`config.mk`:
```
export PLATFORM = sky130hd
export DESIGN_NAME = turn_manager
export DESIGN_NICKNAME = d
export VERILOG_FILES = /design/src/rtl/board_pkg.sv /design/src/rtl/rise_edge_detect.sv /design/src/rtl/turn_manager.sv
export SDC_FILE = /design/constraint.sdc
export NUM_CORES = 1
export LEC_CHECK = 0
export ABC_CLOCK_PERIOD_IN_PS = 6420
export CAP_MARGIN = 10
export CELL_PAD_IN_SITES_DETAIL_PLACEMENT = 0
export CELL_PAD_IN_SITES_GLOBAL_PLACEMENT = 1
export CORE_ASPECT_RATIO = 0.6
export CORE_MARGIN = 10
export CORE_UTILIZATION = 36
export CTS_CLUSTER_DIAMETER = 150
export DETAILED_ROUTE_END_ITERATION = 8
export MAX_ROUTING_LAYER = met4
export PLACE_DENSITY = 0.69
export RECOVER_POWER = 100
export REMOVE_ABC_BUFFERS = 1
export SKIP_LAST_GASP = 1
export SLEW_MARGIN = 20
export SYNTH_ARGS = -nofsm -noshare
export SYNTH_HDL_FRONTEND = slang
export SYNTH_SLANG_ARGS = --single-unit
```
`constraint.sdc`:
```
create_clock -name clk -period 6.42 [get_ports clk]
set_input_delay 1.926 -clock clk [delete_from_list [all_inputs] [get_ports clk]]
set_output_delay 1.926 -clock clk [all_outputs]
set_load 0.02 [all_outputs]
```
`src/rtl/board_pkg.sv`:
```
// Board geometry and turn FSM encoding shared by the turn manager and the movement block.
package board_pkg;
    typedef enum logic [2:0] {
        IDLE,
        CALC,
        ISSUE,
        WAIT_DONE,
        CHECK,
        GAME_OVER
    } state_t;

    localparam int START_X      = 20;
    localparam int TILE_SPACING = 60;
    localparam int NUM_TILES    = 10;
    localparam int FLAG_X       = START_X + TILE_SPACING * NUM_TILES;

    // Pixel x of a tile index; the board never exceeds 10 bits of x.
    function automatic logic [9:0] tile_to_x(input int start_x, input int spacing,
                                             input logic [4:0] tile);
        return 10'(start_x + spacing * int'(tile));
    endfunction
endpackage

```
`src/rtl/rise_edge_detect.sv`:
```
// Registered rising-edge detector: pulses for the first cycle din is seen high.
module rise_edge_detect (
    input  logic clk,
    input  logic rst,
    input  logic din,
    output logic rise
);
    logic prev;

    always_ff @(posedge clk or posedge rst) begin
        if (rst) prev <= 1'b0;
        else     prev <= din;
    end

    assign rise = din & ~prev;
endmodule

```
`src/rtl/turn_manager.sv`:
```
// Two-player board-game turn sequencer: dice roll -> target x -> move request -> commit.
module turn_manager #(
    parameter int START_X        = board_pkg::START_X,
    parameter int TILE_SPACING   = board_pkg::TILE_SPACING,
    parameter int NUM_TILES      = board_pkg::NUM_TILES,
    parameter int TIMEOUT_CYCLES = 2**22
) (
    input  logic       clk,
    input  logic       rst,
    input  logic       roll_btn,
    input  logic [2:0] dice_value,
    input  logic       p1_turn_done,
    input  logic       p2_turn_done,
    output logic [9:0] p1_target_x,
    output logic [9:0] p2_target_x,
    output logic       p1_move_start,
    output logic       p2_move_start,
    output logic [3:0] p1_tile,
    output logic [3:0] p2_tile,
    output logic       current_player,
    output logic       busy,
    output logic       winner_valid,
    output logic       winner_id,
    output logic       err_timeout,
    output logic       err_bad_dice
);
    import board_pkg::*;

    localparam int TW = (TIMEOUT_CYCLES > 1) ? $clog2(TIMEOUT_CYCLES) : 1;

    state_t          state;
    logic            roll_edge;
    logic [2:0]      dice_q;
    logic [3:0]      pend_tile;
    logic [TW-1:0]   tmo_cnt;
    logic [3:0]      cur_tile;
    logic [4:0]      sum_tile;
    logic [4:0]      new_tile;
    logic [9:0]      new_x;
    logic            cur_done;
    logic            dice_ok;

    rise_edge_detect u_roll_edge (
        .clk  (clk),
        .rst  (rst),
        .din  (roll_btn),
        .rise (roll_edge)
    );

    // Sum is kept 5 bits wide so a roll from tile 9 cannot wrap before the clamp.
    assign cur_tile = current_player ? p2_tile : p1_tile;
    assign sum_tile = {1'b0, cur_tile} + {2'b00, dice_q};
    assign new_tile = (sum_tile > 5'(NUM_TILES)) ? 5'(NUM_TILES) : sum_tile;
    assign new_x    = tile_to_x(START_X, TILE_SPACING, new_tile);
    assign cur_done = current_player ? p2_turn_done : p1_turn_done;
    assign dice_ok  = (dice_value != 3'd0) && (dice_value != 3'd7);
    assign busy     = (state != IDLE);

    always_ff @(posedge clk or posedge rst) begin
        if (rst) begin
            state          <= IDLE;
            current_player <= 1'b0;
            dice_q         <= '0;
            pend_tile      <= '0;
            tmo_cnt        <= '0;
            p1_tile        <= '0;
            p2_tile        <= '0;
            p1_target_x    <= 10'(START_X);
            p2_target_x    <= 10'(START_X);
            p1_move_start  <= 1'b0;
            p2_move_start  <= 1'b0;
            winner_valid   <= 1'b0;
            winner_id      <= 1'b0;
            err_timeout    <= 1'b0;
            err_bad_dice   <= 1'b0;
        end else begin
            p1_move_start <= 1'b0;
            p2_move_start <= 1'b0;
            err_bad_dice  <= 1'b0;
            case (state)
                IDLE: begin
                    if (roll_edge) begin
                        if (dice_ok) begin
                            dice_q <= dice_value;
                            state  <= CALC;
                        end else begin
                            err_bad_dice <= 1'b1;
                        end
                    end
                end
                CALC: begin
                    pend_tile <= new_tile[3:0];
                    if (current_player) begin
                        p2_target_x   <= new_x;
                        p2_move_start <= 1'b1;
                    end else begin
                        p1_target_x   <= new_x;
                        p1_move_start <= 1'b1;
                    end
                    state <= ISSUE;
                end
                ISSUE: begin
                    tmo_cnt <= '0;
                    state   <= WAIT_DONE;
                end
                WAIT_DONE: begin
                    // A lost done pulse still commits so the game cannot stall.
                    if (cur_done || tmo_cnt == TW'(TIMEOUT_CYCLES - 1)) begin
                        if (!cur_done) err_timeout <= 1'b1;
                        if (current_player) p2_tile <= pend_tile;
                        else                p1_tile <= pend_tile;
                        state <= CHECK;
                    end else begin
                        tmo_cnt <= tmo_cnt + 1'b1;
                    end
                end
                CHECK: begin
                    if (cur_tile == 4'(NUM_TILES)) begin
                        winner_valid <= 1'b1;
                        winner_id    <= current_player;
                        state        <= GAME_OVER;
                    end else begin
                        current_player <= ~current_player;
                        state          <= IDLE;
                    end
                end
                GAME_OVER: state <= GAME_OVER;
                default:   state <= IDLE;
            endcase
        end
    end
endmodule

```
==> results.md, run 1 <==
* Final hold violations at 0
* Setup_tns at 0 ns
* Clock-pin slew on the worst setup and hold paths at 0.05 ns
* Crit-path max FO at 13
* Final-stage net count at 433
* Root buf cell: clkbuf_16
* RSZ-0062 raised after global routing: false
* Clk_lat worst skew at 0.33 ns
* Failing checks: capacitance limit, slew limit
* CP max stage delay at 0.63 ns
* Post-Synthesis Cell Area at 3570 um2
* Crit end category: flip-flop
* Cell total after placement at 529
* Final WS setup at 0.813 ns
* Crit path depth at 20
* WS Path Type: reg -> reg
* TritonCTS Buffers at 9
* Buffers and inverters on the worst path at 3
* Drt total wl at 8.05 mm
* Drc violations at 0
* Antenna viol nets, final at 0
* Number of I/O pins at 44
* Synth cell types at 44
* Pin count of the biggest net entering global routing at 65
* Vias/cell at 4.82
* Final hold slack at 0.466 ns
* Fill cell count at 933
* Hold Buf Count CTS at 0
* Worst slew margin at -126%
* Clock Sinks at 64
* Number of max-cap violations at 1
* 1st-pass router iterations at 4
* Period minus WS final at 5.61 ns
* R2R cell count at 20
* Initial cell density of the core at 36.5%
* Worst EP required at 6.64 ns
* Detail Placement HPWL at 5.91 mm
* GP Congestion at 0.827
* Crit Reg-Reg Startpoint: current_player
* Crit path launch type: flip-flop
* Die Ht at 97.1 um
* Layout area overhead at 21.4%
* CP delay by family, top: adder cells
* Avg WL per Cell at 14.8 um
* Synth Area per Inst at 9.84 um2
* Worst flop-to-flop path endpoint: p2_target_x[9]
* Gr usage total at 11.8%
* Antenna diodes at 0
* Initial antenna violation count at 0
* Die X at 149 um
* CTS Buffer Depth at 2
* Hold Path Class: reg -> reg
* Tightest Pin Transition at 3.39 ns
* Die ar. at 14,400 um2
* Critical Path End: p2_target_x[9]
* Post-cts resize count at 0
* Core box area at 9770 um2
* Place WS at 0.841 ns
* Worst reg-to-reg setup slack at 0.81 ns
* First-pass GRT wire length at 13.4 mm
* Vias in the first global route at 2,516
* Grt ovf at 0
* Dominant synthesized flop cell: dfrtp_1
* DR vias at 2,626
* EDFF count, synth at 0
* Final Skew at 0.00594 ns
* Yosys warns at 0
* Slowest CP cell: dfrtp_1
* Max-slew violations at 65
* Sequential area share after synthesis at 45.0%
* #FFs+latches synth at 64
* Final Setup Violations at 0
* Layout cells sized above 1 at 9.27%
* Fmax at 178 MHz
* Syn Inst Count at 363
* FP Rows at 28
* Post-Layout Cell Count at 545
* Crit path from: current_player
* Period utilization at 87.3%
* Post-CTS Setup Inserts at 0
* Critical path arrival at 5.83 ns
* DRT iter0 DRCs at 136
* Share of synthesized flip-flops with an asynchronous set or reset at 100%
* CTS tree: done
* Critical-path cell list: mux2_1, ha_1, fa_1, a21oi_1, a21oi_1, a2111oi_0, a21oi_1, nor2_1, inv_1, fa_1, inv_1, fa_1, inv_1, ha_1, nor2b_1, o21ai_0, nand2b_1, xor2_1, a31oi_1, o31ai_1
* CTS HTree Levels at 3
* # port buffers at 39
* Status: finished, violations left
-- per-layer routing --
layer	vias to the layer above	track usage (%)	share of wire, %
met4	0	5.01	1.5
met3	8	4.23	6.7
met1	1246	17.2	54
li1	1314	-	-
met5	-	-	0
met2	58	13.8	37
-- cell usage in the layout, fill, tap and decap left out, drive strengths merged, types with 13 or more instances in the layout --
cell,count
nand3,13
nand2,37
ha,13
dfrtp,60
o21ai,23
nor2,34
xor2,13
clkbuf,17
a21oi,20
inv,21
mux2,20
dlygate4sd3,37
-- worst min path at each step --
stage	to	depth (start not counted)	slack (ns)	start
3_5_place_dp	err_timeout	1	0.46	err_timeout
4_1_cts	err_timeout	1	0.47	err_timeout
5_1_grt	err_timeout	1	0.49	err_timeout
6_report	winner_valid	1	0.47	winner_valid
2_1_floorplan	err_bad_dice	3	0.48	u_roll_edge.prev
3_3_place_gp	err_timeout	1	0.46	err_timeout
-- Yosys cell counts (4+ instances only) --
cell type / number / area share (%)
fa_1: 7 / 3.9
a21oi_1: 20 / 2.8
and4_1: 4 / 0.98
nor4_1: 4 / 0.70
nor2b_1: 4 / 0.70
inv_1: 22 / 2.3
or3_1: 7 / 1.2
buf_4: 4 / 0.84
nor2_1: 34 / 3.6
clkbuf_1: 10 / 1.1
nand2_1: 37 / 3.9
dfrtp_1: 60 / 42
o21ai_0: 23 / 3.2
ha_1: 13 / 4.6
mux2_2: 18 / 5.7
xor2_1: 13 / 3.2
a21o_1: 5 / 1.1
dfstp_2: 4 / 2.9
nand2b_1: 4 / 0.70
xnor2_1: 12 / 2.9
nor3_1: 9 / 1.3
nand3_1: 13 / 1.8
-- sequential cells by signal, indices dropped and copies added (netlist names) --
name and cells:
tmo_cnt 22, p1_target_x 8, p2_target_x 8, p1_tile 4, p2_tile 4, pend_tile 4, dice_q 3, state 3
current_player 1, err_bad_dice 1, err_timeout 1, p1_move_start 1, p2_move_start 1, u_roll_edge.prev 1, winner_id 1, winner_valid 1
-- metrics by stage --
step	area, um2	utilization (%)
6_report	4340	44.4
3_5_place_dp	4090	41.9
4_1_cts	4370	44.7
5_1_grt	4340	44.4
2_1_floorplan	3510	-
3_3_place_gp	4090	41.9
-- cell type report --
class	instances	area (um2)	area share [%]
multi-input cells	266	1800	41.5
flip-flops and latches	64	1610	37.0
repair buffers	42	405	9.35
clock buffers	15	268	6.17
well taps	135	169	3.89
inverters	22	82.6	1.90
clock inverters	1	5.00	0.115
-- kinds of logic after synthesis --
logic type	after synthesis	synth area share, %
xor+xnor	25	6.13
flops	64	45.0
simple gates	132	18.6
mux	22	7.18
compound gates	61	9.85
buf+inv	37	4.52
other cells	2	0.210
fa+ha+maj	20	8.48
Power of run 1 is left out: the tool's default activity adds up to more than one toggle a clock period on the data nets, which glitch-free logic cannot reach.
==> run 2, diff against run 1 <==
--- a/config.mk
+++ b/config.mk
@@ -14,6 +14,8 @@
 export CORE_UTILIZATION = 36
 export CTS_CLUSTER_DIAMETER = 150
 export DETAILED_ROUTE_END_ITERATION = 8
+export GPL_ROUTABILITY_DRIVEN = 0
+export GPL_TIMING_DRIVEN = 0
 export MAX_ROUTING_LAYER = met4
 export PLACE_DENSITY = 0.69
 export RECOVER_POWER = 100
@@ -22,4 +24,5 @@
 export SLEW_MARGIN = 20
 export SYNTH_ARGS = -nofsm -noshare
 export SYNTH_HDL_FRONTEND = slang
+export SYNTH_HIERARCHICAL = 1
 export SYNTH_SLANG_ARGS = --single-unit
==> run 2 against run 1 <==
The run still ends with capacitance limit, slew limit left. Routed wire length grew 0.99%. First-iteration DRC count grew 4.4%. Setup slack got worse by 0.12 ns. Sequential share of layout area decreased by 0.44 points. Core utilization increased by 0.22 points. Clock skew grew 0.00081 ns. Synthesized cell count is 1.1% higher. Critical path depth is 1 lower. Final area grew 1.2%. Global-route usage shrank 0.063 points. Cell count increased by 0.37%. Critical path type unchanged. Critical endpoint unchanged.
==> results.md, run 2 <==
* CP max stage delay at 0.75 ns
* Worst EP required at 6.65 ns
* Share of synthesized flip-flops with an asynchronous set or reset at 100%
* Fmax at 175 MHz
* Final-stage net count at 435
* Critical-path cell list: mux2_1, ha_1, fa_1, a21oi_1, a21oi_1, o22ai_1, nor2b_1, inv_1, fa_1, inv_1, fa_1, inv_1, ha_1, nor2b_1, o21ai_0, nand2b_1, xor2_1, a31oi_1, o31ai_1
* #FFs+latches synth at 64
* # port buffers at 39
* Final Skew at 0.00674 ns
* Final Setup Violations at 0
* Layout area overhead at 21.0%
* Hold Path Class: reg -> reg
* Die Ht at 97.8 um
* Antenna diodes at 0
* Initial cell density of the core at 36.9%
* Crit Reg-Reg Startpoint: current_player
* Commonest cells post-synth: 60 x dfrtp_1, 37 x nand2_1, 31 x nor2_1, 22 x inv_1, 21 x xor2_1
* Drc violations at 0
* Max-slew violations at 46
* Most common cell after layout, fill and taps aside: dfrtp_1
* Clk_lat worst skew at 0.32 ns
* Yosys warns at 6
* Vias in the first global route at 2,542
* Sequential area share after synthesis at 44.3%
* Synth Area per Inst at 9.89 um2
* Period utilization at 89.2%
* Final core occ at 44.6%
* Avg WL per Cell at 14.9 um
* Post-cts resize count at 0
* Initial antenna violation count at 0
* Root buf cell: clkbuf_16
* Number of max-cap violations at 1
* Crit-path max FO at 13
* Buffers and inverters on the worst path at 3
* Syn Inst Count at 367
* R2R cell count at 19
* Hold Path Sink: winner_valid
* Most common cell in the netlist: dfrtp_1
* Clock Sinks at 64
* Cell total after placement at 531
* Tightest Pin Transition at 2.41 ns
* EDFF count, synth at 0
* Post-Layout Cell Count at 547
* Crit path launch type: flip-flop
* Drt total wl at 8.13 mm
* CTS Buffer Depth at 2
* Status: finished, violations left
* First-pass GRT wire length at 13.5 mm
* Period minus WS final at 5.72 ns
* Crit end category: flip-flop
* Area leader, netlist: dfrtp_1
* Gr usage total at 11.7%
* Max reg flops at 22
* Failing checks: capacitance limit, slew limit
* RSZ-0062 raised after global routing: false
* FP Rows at 28
* Top flop regs: tmo_cnt x22, p1_target_x x8, p2_target_x x8
* Slowest CP cell: dfrtp_1
* TritonCTS Buffers at 9
* Post-CTS Setup Inserts at 0
* Detail Placement HPWL at 6.10 mm
* CTS tree: done
* Most frequent cells in the layout: 60 x dfrtp_1, 37 x nand2_1, 37 x dlygate4sd3_1
* Vias/cell at 4.88
* Worst reg-to-reg setup slack at 0.70 ns
* Hold Path Origin: winner_valid
* Number of I/O pins at 44
* Most flop-heavy register: tmo_cnt
* WS Path Type: reg -> reg
* Layout cells sized above 1 at 8.98%
* DR vias at 2,670
* Post-Synthesis Cell Area at 3630 um2
* DRT iter0 DRCs at 142
* Die X at 150 um
* Worst slew margin at -60.8%
* Antenna viol nets, final at 0
* 1st-pass router iterations at 4
* CTS HTree Levels at 3
* Top cell type's share of synthesized area at 41.4%
* Grt ovf at 0
* Critical path arrival at 5.95 ns
* Worst flop-to-flop path endpoint: p2_target_x[9]
* Die ar. at 14,600 um2
* Synth cell types at 51
* Setup_tns at 0 ns
* Final hold violations at 0
* Worst hold path depth at 1
* Core box area at 9840 um2
* Top post-synthesis cells by area: dfrtp_1 41%, xor2_1 5.1%, ha_1 4.5%, fa_1 3.9%, nand2_1 3.8%
* Clock-pin slew on the worst setup and hold paths at 0.05 ns
* Hold Buf Count CTS at 0
* Dominant synthesized flop cell: dfrtp_1
* Final hold slack at 0.461 ns
* CP delay by family, top: adder cells
* Pin count of the biggest net entering global routing at 46
==> run 2: cell types whose count changed in the layout (fill, tap and decap cells not counted), sizes merged, moves of 4 or more <==
| cell | previous run | this run |
|---|---|---|
| nand4 | 2 | 8 |
| xor2 | 13 | 21 |
| or3 | 7 | 1 |
| nor3 | 9 | 3 |
| o21ai | 23 | 19 |
| mux2 | 20 | 16 |
| a21oi | 20 | 16 |
| clkbuf | 17 | 13 |
| and2 | 2 | 8 |
==> run 2: kinds of logic (layout without fill, tap and decap cells) <==
logic type,count (synthesis),count (layout),synth area share (%)
AOI/OAI and AO/OA,57,57,9.28
xor gates and xnor gates,31,31,7.48
adders and majority gates,20,20,8.34
buffers and inverters,39,80,4.72
DFF,64,64,44.3
muxes,19,19,6.21
other,2,6,0.207
and+or+nand+nor,135,135,19.5
==> run 2: per-layer routing <==
layer / vias up / routed length (um) / track usage, %
met3: 4 / 421 / 3.69
met1: 1280 / 4590 / 18.0
met4: 0 / 70 / 2.93
li1: 1327 / - / -
met2: 59 / 3040 / 14.0
met5: - / 0 / -
==> run 2: stage by stage <==
stage	worst slack (ns)	cell area, um2
detailed placement	0.716	4160
CTS	0.681	4430
global placement	0.708	4110
global route	0.235	4390
finish	0.695	4390
floorplan	1.49	3550
==> run 2: worst max-delay path by stage <==
stage,from,to,slack (ns),cells past startpoint
2_1_floorplan,current_player,p2_target_x[9],1.49,19
3_3_place_gp,current_player,p1_target_x[9],0.71,19
3_5_place_dp,current_player,p2_target_x[9],0.72,19
4_1_cts,current_player,p2_target_x[9],0.68,19
5_1_grt,current_player,p1_target_x[9],0.24,19
6_report,current_player,p2_target_x[9],0.70,19
==> run 2: cell type report <==
type,count,area [um2]
clock buffers,12,246
multi-input cells,268,1850
fillers,968,5460
clock inverters,4,22.5
well taps,135,169
repair buffers,42,409
inverters,22,83.8
flip-flops and latches,64,1610
==> run 2: worst reg2reg max path: cells and delay by family, from the launching register on <==
kind            cells  cell delay (ns)
buf+inv             3             0.26
flops               1             0.75
fa+ha+maj           5             2.10
compound gates      6             1.03
xor+xnor            1             0.30
simple gates        3             0.73
mux                 1             0.46
Power of run 2 is left out for the same reason.
==> run 3, diff against run 2 <==
--- a/config.mk
+++ b/config.mk
@@ -12,7 +12,6 @@
 export CORE_ASPECT_RATIO = 0.6
 export CORE_MARGIN = 10
 export CORE_UTILIZATION = 36
-export CTS_CLUSTER_DIAMETER = 150
 export DETAILED_ROUTE_END_ITERATION = 8
 export GPL_ROUTABILITY_DRIVEN = 0
 export GPL_TIMING_DRIVEN = 0
==> results of run 3 <==
Final layout, timing and power as in run 2 (identical DEF).
Power of run 3 is left out for the same reason.
